`config.mk`:
```
export PLATFORM = sky130hd
export DESIGN_NAME = qspi_host_master
export DESIGN_NICKNAME = d
export VERILOG_FILES = /design/src/rtl/qspi_host_master.sv
export SDC_FILE = /design/constraint.sdc
export NUM_CORES = 1
export LEC_CHECK = 0
export CAP_MARGIN = 0
export CORE_UTILIZATION = 52
export CTS_CLUSTER_DIAMETER = 30
export DETAILED_ROUTE_END_ITERATION = 8
export HOLD_SLACK_MARGIN = 0.12
export PLACE_DENSITY_LB_ADDON = 0.2
export SKIP_CTS_REPAIR_TIMING = 1
export SLEW_MARGIN = 30
export SYNTH_ARGS = -nofsm -noshare
export SYNTH_HDL_FRONTEND = slang
export SYNTH_SLANG_ARGS = --single-unit
```
`constraint.sdc`:
```
create_clock -name clk_i -period 2.6 [get_ports clk_i]
set_clock_uncertainty 0.1 [all_clocks]
set_input_delay 0.65 -clock clk_i [delete_from_list [all_inputs] [get_ports clk_i]]
set_output_delay 0.65 -clock clk_i [all_outputs]
set_load 0.01 [all_outputs]
```
`src/rtl/qspi_host_master.sv`:
```
// ---------------------------------------------------------------------------
// qspi_host_master
//
// Quad-SPI host that runs one command/address/(dummy)/data transaction per
// accepted start request. All phases move four bits per SCK cycle, most
// significant nibble first. SCK idles low (mode 0); outgoing nibbles change
// on SCK falling edges and incoming nibbles are sampled on SCK rising edges.
// After each transaction chip enable is held high for a recovery period
// before the next request can be accepted.
//
// Ports
//   clk_i      system clock, rising edge
//   reset_i    asynchronous active-low reset
//   start_i    transaction request, only taken while idle
//   dir_i      0 = read (slave to master), 1 = write (master to slave)
//   cmd_i      command word
//   addr_i     address word
//   wdata_i    write data
//   busy_o     transaction or CE recovery in progress
//   done_o     one-cycle pulse when a transaction completes
//   rdata_o    last read data, updated at transaction completion
//   sck_o      QSPI clock
//   sce_o      QSPI chip enable, active low
//   sio_o      quad data out, bit 3 is the most significant nibble bit
//   sio_oe     1 when the master drives sio_o
//   sio_i      quad data in
// ---------------------------------------------------------------------------
module qspi_host_master #(
    parameter int CMD_BITS  = 8,
    parameter int ADDR_BITS = 32,
    parameter int WAIT_CYC  = 8,
    parameter int DATA_BITS = 16,
    parameter int SCK_HALF  = 2
) (
    input  logic                 clk_i,
    input  logic                 reset_i,
    input  logic                 start_i,
    input  logic                 dir_i,
    input  logic [CMD_BITS-1:0]  cmd_i,
    input  logic [ADDR_BITS-1:0] addr_i,
    input  logic [DATA_BITS-1:0] wdata_i,
    output logic                 busy_o,
    output logic                 done_o,
    output logic [DATA_BITS-1:0] rdata_o,
    output logic                 sck_o,
    output logic                 sce_o,
    output logic [3:0]           sio_o,
    output logic                 sio_oe,
    input  logic [3:0]           sio_i
);

    localparam int CMD_NIB    = CMD_BITS / 4;
    localparam int ADDR_NIB   = ADDR_BITS / 4;
    localparam int DATA_NIB   = DATA_BITS / 4;
    localparam int SHIFT_BITS = CMD_BITS + ADDR_BITS + DATA_BITS;

    // The nibble counter has to hold the longest phase of the transaction.
    localparam int MAX_AB  = (CMD_NIB > ADDR_NIB) ? CMD_NIB : ADDR_NIB;
    localparam int MAX_CD  = (WAIT_CYC > DATA_NIB) ? WAIT_CYC : DATA_NIB;
    localparam int MAX_NIB = (MAX_AB > MAX_CD) ? MAX_AB : MAX_CD;
    localparam int CNT_W   = $clog2(MAX_NIB + 1);
    localparam int HALF_W  = $clog2(SCK_HALF + 1);
    localparam int REC_W   = $clog2(2 * SCK_HALF + 1);

    localparam logic [2:0] S_IDLE  = 3'd0;
    localparam logic [2:0] S_CMD   = 3'd1;
    localparam logic [2:0] S_ADDR  = 3'd2;
    localparam logic [2:0] S_WAIT  = 3'd3;
    localparam logic [2:0] S_DATA  = 3'd4;
    localparam logic [2:0] S_RECOV = 3'd5;

    logic [2:0]            r_state;
    logic [HALF_W-1:0]     r_halfCnt;
    logic [CNT_W-1:0]      r_nibCnt;
    logic [REC_W-1:0]      r_recCnt;
    logic                  r_sck;
    logic                  r_sce;
    logic                  r_oe;
    logic                  r_done;
    logic                  r_dir;
    logic [SHIFT_BITS-1:0] r_shift;
    logic [DATA_BITS-1:0]  r_rxShift;
    logic [DATA_BITS-1:0]  r_rdata;

    logic                  w_active;
    logic                  w_sckEdge;
    logic                  w_rise;
    logic                  w_fall;
    logic [CNT_W-1:0]      w_phaseLast;
    logic                  w_phaseEnd;

    // SCK toggles once its half-period counter expires; the current SCK
    // level tells whether that toggle is a rising or a falling edge.
    always_comb begin
        w_active  = (r_state == S_CMD) || (r_state == S_ADDR) ||
                    (r_state == S_WAIT) || (r_state == S_DATA);
        w_sckEdge = w_active && (r_halfCnt == HALF_W'(SCK_HALF - 1));
        w_rise    = w_sckEdge && !r_sck;
        w_fall    = w_sckEdge && r_sck;
    end

    // Index of the last SCK cycle of the current phase.
    always_comb begin
        w_phaseLast = '0;
        case (r_state)
            S_CMD:   w_phaseLast = CNT_W'(CMD_NIB - 1);
            S_ADDR:  w_phaseLast = CNT_W'(ADDR_NIB - 1);
            S_WAIT:  w_phaseLast = CNT_W'(WAIT_CYC - 1);
            S_DATA:  w_phaseLast = CNT_W'(DATA_NIB - 1);
            default: w_phaseLast = '0;
        endcase
        w_phaseEnd = (r_nibCnt == w_phaseLast);
    end

    // Transaction sequencer. Outgoing data sits in one shift register
    // (command, address, write data) and moves up a nibble on every SCK
    // falling edge. In read mode the shifted bits are never driven because
    // the output enable is already off, so shifting is left unconditional.
    // Phase transitions also happen on falling edges so each new phase
    // starts with SCK low.
    always_ff @(posedge clk_i or negedge reset_i) begin
        if (!reset_i) begin
            r_state   <= S_IDLE;
            r_halfCnt <= '0;
            r_nibCnt  <= '0;
            r_recCnt  <= '0;
            r_sck     <= 1'b0;
            r_sce     <= 1'b1;
            r_oe      <= 1'b0;
            r_done    <= 1'b0;
            r_dir     <= 1'b0;
            r_shift   <= '0;
            r_rxShift <= '0;
            r_rdata   <= '0;
        end else begin
            r_done <= 1'b0;
            case (r_state)
                S_IDLE: begin
                    if (start_i) begin
                        r_dir     <= dir_i;
                        r_shift   <= {cmd_i, addr_i, wdata_i};
                        r_rxShift <= '0;
                        r_sce     <= 1'b0;
                        r_oe      <= 1'b1;
                        r_sck     <= 1'b0;
                        r_halfCnt <= '0;
                        r_nibCnt  <= '0;
                        r_state   <= S_CMD;
                    end
                end

                S_RECOV: begin
                    if (r_recCnt == REC_W'(2 * SCK_HALF - 1)) begin
                        r_recCnt <= '0;
                        r_state  <= S_IDLE;
                    end else begin
                        r_recCnt <= r_recCnt + REC_W'(1);
                    end
                end

                default: begin
                    if (w_sckEdge) begin
                        r_halfCnt <= '0;
                        r_sck     <= ~r_sck;
                    end else begin
                        r_halfCnt <= r_halfCnt + HALF_W'(1);
                    end

                    if (w_rise && (r_state == S_DATA) && !r_dir) begin
                        r_rxShift <= DATA_BITS'({r_rxShift, sio_i});
                    end

                    if (w_fall) begin
                        r_shift <= {r_shift[SHIFT_BITS-5:0], 4'b0000};
                        if (w_phaseEnd) begin
                            r_nibCnt <= '0;
                            case (r_state)
                                S_CMD:  r_state <= S_ADDR;
                                S_ADDR: begin
                                    if (r_dir) begin
                                        r_state <= S_DATA;
                                    end else begin
                                        r_state <= S_WAIT;
                                        r_oe    <= 1'b0;
                                    end
                                end
                                S_WAIT: r_state <= S_DATA;
                                default: begin
                                    r_state  <= S_RECOV;
                                    r_sce    <= 1'b1;
                                    r_oe     <= 1'b0;
                                    r_done   <= 1'b1;
                                    r_recCnt <= '0;
                                    if (!r_dir) begin
                                        r_rdata <= r_rxShift;
                                    end
                                end
                            endcase
                        end else begin
                            r_nibCnt <= r_nibCnt + CNT_W'(1);
                        end
                    end
                end
            endcase
        end
    end

    always_comb begin
        busy_o  = (r_state != S_IDLE);
        done_o  = r_done;
        rdata_o = r_rdata;
        sck_o   = r_sck;
        sce_o   = r_sce;
        sio_oe  = r_oe;
        sio_o   = r_oe ? r_shift[SHIFT_BITS-1 -: 4] : 4'b0000;
    end

endmodule

```
==> flow_metrics.tcl, run 1 <==
set metrics [dict create \
    violations "design-rule violations" \
    nNetsFinal 576 \
    combinationalPowerShare_pct 29.9 \
    cts_tree "yes" \
    drt.antenna.violating_nets 0 \
    intPower_uw 2950 \
    cap_violations 0 \
    synth_common_cells "dfrtp_1, nand2_1, o21ai_0" \
    die_area_um2 9540 \
    critPathMaxFanout 13 \
    cts_root_buf "clkbuf_8" \
    grt_start_max_net_pins 88 \
    drive_above_1_share_pct 10.3 \
    vdd_drop_max_mv 0.631 \
    clockPowerShare_pct 21.7 \
    worst-slew-pin-transition_ps 904 \
    yosysMostFrequentCell "dfrtp_1" \
    slew_headroom_pct 39.7 \
    wirelength_mm 9.21 \
    die_w_um 97.7 \
    clk_latency_ps 360 \
    synthTopCellsByArea "dfrtp_1, mux2i_1, o21ai_0" \
    r2r_slack_ps 240 \
    cts_buffer_depth 2 \
    ff_latch_area_um2 2630 \
    clk_pin_slew_ps 110 \
    cts_buffers 9 \
    grt_pass1_wl_mm 15.5 \
    setup_ws_ps 159 \
    leakagePower_uw 0.00253 \
    fin_crit_ps 2440 \
    diodes 0 \
    rsz0062_at_grt "no" \
    gp_congestion 0.799 \
    switching_power_uw 1700 \
    tns_ps 0 \
    holdCritPathClass "in -> async" \
    syn_nets 494 \
    seqPwrFrac_pct 48.4 \
    avgSynthCellArea_um2 11.1 \
    swShare_pct 36.5 \
    yosys.area.top_type "dfrtp_1" \
    post_drt_wl_per_cell_um 14.8 \
    hold_viol 0 \
    async_flop_share_pct 100 \
    start_util_pct 54.0 \
    multi_input_area_um2 1980 \
    synth_warnings 0 \
    synth_top_area_share_pct 54.7 \
    grt_pass1_vias 3331 \
    dpl_worst_slack_ps 140 \
    ys_types 49 \
    num_rows 34 \
    slew_viol_final 0 \
    io_pins 89 \
    io_buffers 88 \
    grt_overflow 0 \
    first_iter_violations 100 \
    die_height_um 97.7 \
    fin_crit_sh_pct 93.9 \
    start_kind "register" \
    dpl.hpwl_mm 6.27 \
    synth_area_um2 4760 \
    cp-startpoint "r_state[0]" \
    path_class "reg -> out" \
    arrival_ps 1690 \
    syn_to_final_growth_pct 24.9 \
    grt_antenna_before_repair 0 \
    h-tree-depth 3 \
    via_per_inst 5.40 \
    status "finished, violations left" \
    synthFlopType "dfrtp_1" \
    first_pass_iters 6 \
    worst_setup_path_end_kind "output pin" \
    powerDensity_nw_per_um2 782 \
    vias 3367 \
    rr_startpoint "r_state[0]" \
    nFillCells 698 \
    drc_errors 14 \
    setup_violations 0 \
    yosysSeqAreaShare_pct 55.2 \
    core_um2 8810 \
    track_usage_pct 20.4 \
    cts.sinks 105 \
    cp_data_required_time_ps 1850 \
    synth-edff-count 0 \
    fmax_mhz 410 \
    synth_seq_cells 105 \
    netlist_instances 428 \
]
## logic make-up after synthesis
| group | Yosys count | synth area share, % |
|---|---|---|
| flops | 105 | 55.2 |
| mux | 68 | 15.5 |
| fa+ha+maj | 2 | 0.526 |
| buf+inv | 31 | 3.42 |
| compound gates | 112 | 14.2 |
| simple gates | 109 | 10.9 |
| xor+xnor | 1 | 0.184 |
## power groups by stage
stage	clock (uW)	sequential, uW	combinational (uW)
detailed placement	0	2280	1400
finish	1010	2250	1390
floorplan	0	2150	1040
global route	1110	2300	1580
CTS	1040	2250	1410
global placement	0	2250	1350
## cells in the final DEF (no fill, tap or decap), types with 2 or more instances in the layout
master           synthesis  routed
o22ai_1                  2       2
nor3_1                   4       4
nor2_2                   1       2
inv_1                    2       2
or3_1                    2       2
clkinv_8                 0       3
and2_1                   5       5
clkdlybuf4s50_1          0      87
buf_4                    5       9
nor2b_1                  6       6
and3_1                   2       2
a21oi_1                 11      11
mux2_4                  10      10
o21ai_1                  2       2
buf_12                   0       2
mux2_2                   6       6
o21ai_0                 65      65
nand2_1                 73      73
a21o_1                   3       3
a31oi_1                  2       2
mux2i_1                 52      52
nor2_1                   5       4
clkbuf_8                 0       9
a22o_1                  16      16
clkinv_4                 0       2
ha_1                     2       2
o21a_1                   2       2
dfrtp_1                104     104
nand3_1                  3       3
## critical path: stages, from the launching register on
cell	delay, ps
dfrtp_1	660
nor3_4	60
inv_2	80
clkdlybuf4s50_1	530
## routing by layer
| layer | share of wire [%] | track usage [%] | vias up |
|---|---|---|---|
| li1 | - | - | 1669 |
| met1 | 47 | 26.7 | 1623 |
| met5 | 0 | 0 | - |
| met2 | 49 | 34.7 | 71 |
| met4 | 0.78 | 4.55 | 0 |
| met3 | 3.8 | 4.60 | 4 |
## final cells by class
class                      instances  area share [%]
clock inverter                     7            1.45
tap                              108            2.27
multi-input combinational        292            33.2
inverter                           4           0.253
timing repair buffer              98            16.5
sequential                       105            44.2
clock buffer                       9            2.08
## stage by stage
step	std cells	hold slack, ps	util [%]	cell area (um^2)	power [uW]
global route	623	191	67.5	5940	4990
finish	623	166	67.5	5940	4650
global placement	607	356	65.1	5730	3600
floorplan	428	254	-	4760	3200
detailed placement	607	363	65.1	5730	3680
CTS	623	177	67.5	5940	4700
## sequential cells by signal, indices dropped and copies added, names as in the netlist
| register | count |
|---|---|
| r_recCnt | 3 |
| r_rxShift | 16 |
| sck_o | 1 |
| r_nibCnt | 4 |
| r_shift | 56 |
| r_dir | 1 |
| r_halfCnt | 2 |
| r_state | 3 |
| sio_oe | 1 |
| sce_o | 1 |
| rdata_o | 16 |
| done_o | 1 |
## final timing paths
| path | endpoint | depth (start not counted) |
|---|---|---|
| max reg2reg | r_state[0] | 6 |
| min | r_shift[44] | 1 |
| min reg2reg | r_shift[31] | 2 |
| min in group clk_i | r_shift[31] | 2 |
| max in group asynchronous | sce_o | 2 |
| max | busy_o | 3 |
Power figures use the tool's default switching activity.
==> inputs of run 2 (changes only) <==
--- a/config.mk
+++ b/config.mk
@@ -9,7 +9,9 @@
 export CORE_UTILIZATION = 52
 export CTS_CLUSTER_DIAMETER = 30
 export DETAILED_ROUTE_END_ITERATION = 8
+export GPL_TIMING_DRIVEN = 0
 export HOLD_SLACK_MARGIN = 0.12
+export MAX_ROUTING_LAYER = met4
 export PLACE_DENSITY_LB_ADDON = 0.2
 export SKIP_CTS_REPAIR_TIMING = 1
 export SLEW_MARGIN = 30
==> flow_metrics.tcl, run 2 (synthesized netlist as in run 1, its figures left out) <==
set metrics [dict create \
    cts_tree "yes" \
    clk_latency_ps 370 \
    grt_start_max_net_pins 54 \
    h-tree-depth 3 \
    clk_pin_slew_ps 100 \
    via_per_inst 5.45 \
    crit_buf_inv 4 \
    vdd_drop_max_mv 0.366 \
    wirelength_mm 9.87 \
    slowest_stage "clkdlybuf4s50_1" \
    drive_above_1_share_pct 10.5 \
    arrival_ps 1730 \
    ff_latch_area_um2 2630 \
    die_area_um2 9540 \
    wl_met1_mm 4.64 \
    vias 3505 \
    path_cells "buf_4 > nor3_2 > buf_6 > inv_2 > clkdlybuf4s50_1" \
    fin_crit_ps 2480 \
    status "finished, violations left" \
    hold_viol 0 \
    grt_pass1_wl_mm 17.1 \
    dr_wl_met3_um 347 \
    multi_input_area_um2 1970 \
    fin_crit_sh_pct 95.4 \
    drt.antenna.violating_nets 0 \
    fmax_mhz 403 \
    critPathMaxFanout 10 \
    met2_length_mm 4.81 \
    path_class "reg -> out" \
    violations "design-rule violations" \
    placed_cell_area_um2 5800 \
    worst_setup_path_end_kind "output pin" \
    io_buffers 88 \
    slew_viol_final 0 \
    slew_headroom_pct 50.5 \
    dpl.hpwl_mm 7.07 \
    rsz0062_at_grt "no" \
    leakagePower_uw 0.00256 \
    final_util_pct 68.2 \
    first_pass_iters 7 \
    final_common_cell "dfrtp_1" \
    rr_worst_depth 7 \
    final_cell_area_um2 6010 \
    r2r_slack_ps 210 \
    holdCritPathClass "in -> async" \
    syn_to_final_growth_pct 26.2 \
    holdWs_ps 121 \
    critPathMaxStageDelay_ps 460 \
    tns_ps 0 \
    post_drt_wl_per_cell_um 15.4 \
    crit_family "buffers and inverters" \
    die_w_um 97.7 \
    nFillCells 694 \
    top_layer_used "met4" \
    die_height_um 97.7 \
    cap_violations 0 \
    start_kind "register" \
    drc_errors 14 \
    io_pins 89 \
    cp-startpoint "r_state[1]" \
    grt_overflow 0 \
    nNetsFinal 596 \
    powerDensity_nw_per_um2 782 \
    rr_startpoint "r_state[0]" \
    r2r-end "r_rxShift[7]" \
    setup_violations 0 \
    final_cell_mix "dfrtp_1, clkdlybuf4s50_1, nand2_1" \
    cts.sinks 105 \
    core_um2 8810 \
    grt_pass1_vias 3585 \
    num_rows 34 \
    largest_register_ffs 56 \
    cts_buffer_depth 2 \
    gp_congestion 0.819 \
    track_usage_pct 23.1 \
    regMostFlops "r_shift" \
    first_iter_violations 122 \
    diodes 0 \
    start_util_pct 54.0 \
    cts_buffers 9 \
    worst-slew-pin-transition_ps 742 \
    grt_antenna_before_repair 0 \
    cts_root_buf "clkbuf_8" \
    cp_data_required_time_ps 1850 \
]
run 2: cell type report:
type	instances	share of cell area (%)
flip-flops and latches	105	43.8
repair buffers	91	15.4
clock inverters	6	1.02
plain buffers	27	2.46
clock buffers	10	2.12
multi-input cells	292	32.7
well taps	108	2.25
inverters	4	0.250
run 2: worst max path at each step:
| stage | depth (start not counted) | slack, ps | to |
|---|---|---|---|
| final | 5 | 120 | busy_o |
| after global routing | 7 | 20 | r_rxShift[9] |
| after detailed placement | 6 | 80 | r_rxShift[10] |
| after floorplan | 10 | 470 | rdata_o[10] |
| after global placement | 1 | -3100 | r_recCnt[0] |
| after CTS | 5 | 20 | busy_o |
run 2: routing by layer:
layer,vias up,GRT usage [%]
li1,1713,-
met1,1703,30.0
met2,81,37.7
met3,8,4.39
met4,0,5.83
met5,-,-
run 2: through the flow:
step | setup WS [ps] | std cells | power (uW)
CTS | 16.6 | 641 | 4740
floorplan | 465 | 428 | 3200
global route | 22.9 | 643 | 5030
detailed placement | 83.8 | 625 | 3770
global placement | -3100 | 624 | 3690
finish | 120 | 643 | 4700
run 2: where the power goes:
part	switching [uW]	internal, uW	total [uW]	leakage, uW
sequential	236	1950	2180	0.00142
combinational	908	646	1550	0.00105
clock	591	373	964	0.0000922
==> inputs of run 3 (changes only) <==
--- a/config.mk
+++ b/config.mk
@@ -7,6 +7,7 @@
 export LEC_CHECK = 0
 export CAP_MARGIN = 0
 export CORE_UTILIZATION = 52
+export CTS_BUF_LIST = sky130_fd_sc_hd__clkbuf_4 sky130_fd_sc_hd__clkbuf_8 sky130_fd_sc_hd__clkbuf_16
 export CTS_CLUSTER_DIAMETER = 30
 export DETAILED_ROUTE_END_ITERATION = 8
 export GPL_TIMING_DRIVEN = 0
==> flow_metrics.tcl, run 3 (synthesized netlist as in run 1, its figures left out) <==
set metrics [dict create \
    cp_data_required_time_ps 1850 \
    worst_setup_path_end_kind "output pin" \
    powerDensity_nw_per_um2 784 \
    r2r-end "r_rxShift[7]" \
    cts_buffer_depth 2 \
    start_kind "register" \
    slew_viol_final 0 \
    seqPwrFrac_pct 46.4 \
    nNetsFinal 596 \
    cts_buffers 9 \
    fin_crit_ps 2480 \
    wirelength_mm 9.86 \
    rr_startpoint "r_state[0]" \
    worst-slew-pin-transition_ps 742 \
    crit_buf_inv 4 \
    setup_violations 0 \
    vias 3523 \
    violations "design-rule violations" \
    r2r_slack_ps 210 \
    slowest_stage "clkdlybuf4s50_1" \
    clk_latency_ps 370 \
    regMostFlops "r_shift" \
    grt_overflow 0 \
    track_usage_pct 23.1 \
    via_per_inst 5.48 \
    grt_pass1_vias 3585 \
    critPathMaxStageDelay_ps 460 \
    dpl.hpwl_mm 7.07 \
    core_um2 8810 \
    place_inst 625 \
    vdd_drop_max_mv 0.366 \
    rr_worst_depth 7 \
    drt.antenna.violating_nets 0 \
    path_class "reg -> out" \
    path_cells "buf_4 > nor3_2 > buf_6 > inv_2 > clkdlybuf4s50_1" \
    io_buffers 88 \
    slew_headroom_pct 50.5 \
    cts_root_buf "clkbuf_8" \
    crit_family "buffers and inverters" \
    leakagePower_uw 0.00256 \
    fmax_mhz 404 \
    first_pass_iters 7 \
    largest_register_ffs 56 \
    final_cell_area_um2 6010 \
    holdCritPathClass "in -> async" \
    hold_viol 0 \
    arrival_ps 1730 \
    cap_violations 0 \
    switching_power_uw 1730 \
    combinationalPowerShare_pct 33.0 \
    critPathMaxFanout 10 \
    drc_errors 14 \
    syn_to_final_growth_pct 26.3 \
    tns_ps 0 \
    grt_start_max_net_pins 54 \
    drive_above_1_share_pct 10.7 \
    holdWs_ps 122 \
    final_util_pct 68.3 \
    cts.sinks 105 \
    gp_congestion 0.819 \
    final_common_cell "dfrtp_1" \
    clk_pin_slew_ps 100 \
    final_cell_mix "dfrtp_1, clkdlybuf4s50_1, nand2_1" \
    cts_tree "yes" \
    rsz0062_at_grt "no" \
    status "finished, violations left" \
    swShare_pct 36.8 \
    grt_antenna_before_repair 0 \
    die_height_um 97.7 \
    clockPowerShare_pct 20.7 \
    placed_cell_area_um2 5800 \
    fin_crit_sh_pct 95.3 \
    num_rows 34 \
    die_area_um2 9540 \
    fin_cells 643 \
    h-tree-depth 3 \
    die_w_um 97.7 \
    grt_pass1_wl_mm 17.1 \
    io_pins 89 \
    post_drt_wl_per_cell_um 15.3 \
    start_util_pct 54.0 \
    diodes 0 \
    intPower_uw 2980 \
    first_iter_violations 118 \
]
-- run 3: worst reg2reg max path: stages (launching register included) --
cell,delay (ps)
dfrtp_1,430
buf_2,190
nor2_2,300
nand2_1,150
nor4_4,370
nor2_1,220
clkbuf_1,280
a22o_1,240
-- run 3: final cells by class --
type                    count  area (um^2)
plain buffers              27          148
inverters                   4         15.0
repair buffers             91          925
clock inverters             6         61.3
fillers                   692         2800
well taps                 108          135
flip-flops and latches    105         2630
multi-input cells         292         1970
clock buffers              10          131
-- run 3: power by group through the flow --
stage          registers [uW]  clock network [uW]  logic [uW]
6_report                 2180                 973        1550
4_1_cts                  2180                1010        1570
5_1_grt                  2230                1060        1760
2_1_floorplan            2150                   0        1040
3_3_place_gp             2200                   0        1490
3_5_place_dp             2210                   0        1550
-- run 3: routing by layer --
metal	GRT usage [%]	share of wire [%]	vias up
met2	37.7	48	101
met4	5.83	0.89	0
met5	-	0	-
met1	30.0	47	1696
met3	4.39	3.7	10
li1	-	-	1716
-- run 3: worst max-delay path by stage --
| stage | from | endpoint | slack (ps) | cells past startpoint |
|---|---|---|---|---|
| global placement | reset_i | r_recCnt[0] | -3100 | 1 |
| global route | r_state[0] | r_rxShift[9] | 20 | 7 |
| finish | r_state[1] | busy_o | 120 | 5 |
| CTS | r_state[1] | busy_o | 20 | 5 |
| detailed placement | start_i | r_rxShift[10] | 80 | 6 |
| floorplan | r_state[2] | rdata_o[10] | 470 | 10 |
-- run 3: through the flow --
| stage | total power, uW | worst slack (ps) |
|---|---|---|
| 2_1_floorplan | 3200 | 465 |
| 3_3_place_gp | 3690 | -3100 |
| 3_5_place_dp | 3770 | 83.8 |
| 4_1_cts | 4760 | 16.6 |
| 5_1_grt | 5040 | 22.9 |
| 6_report | 4710 | 123 |
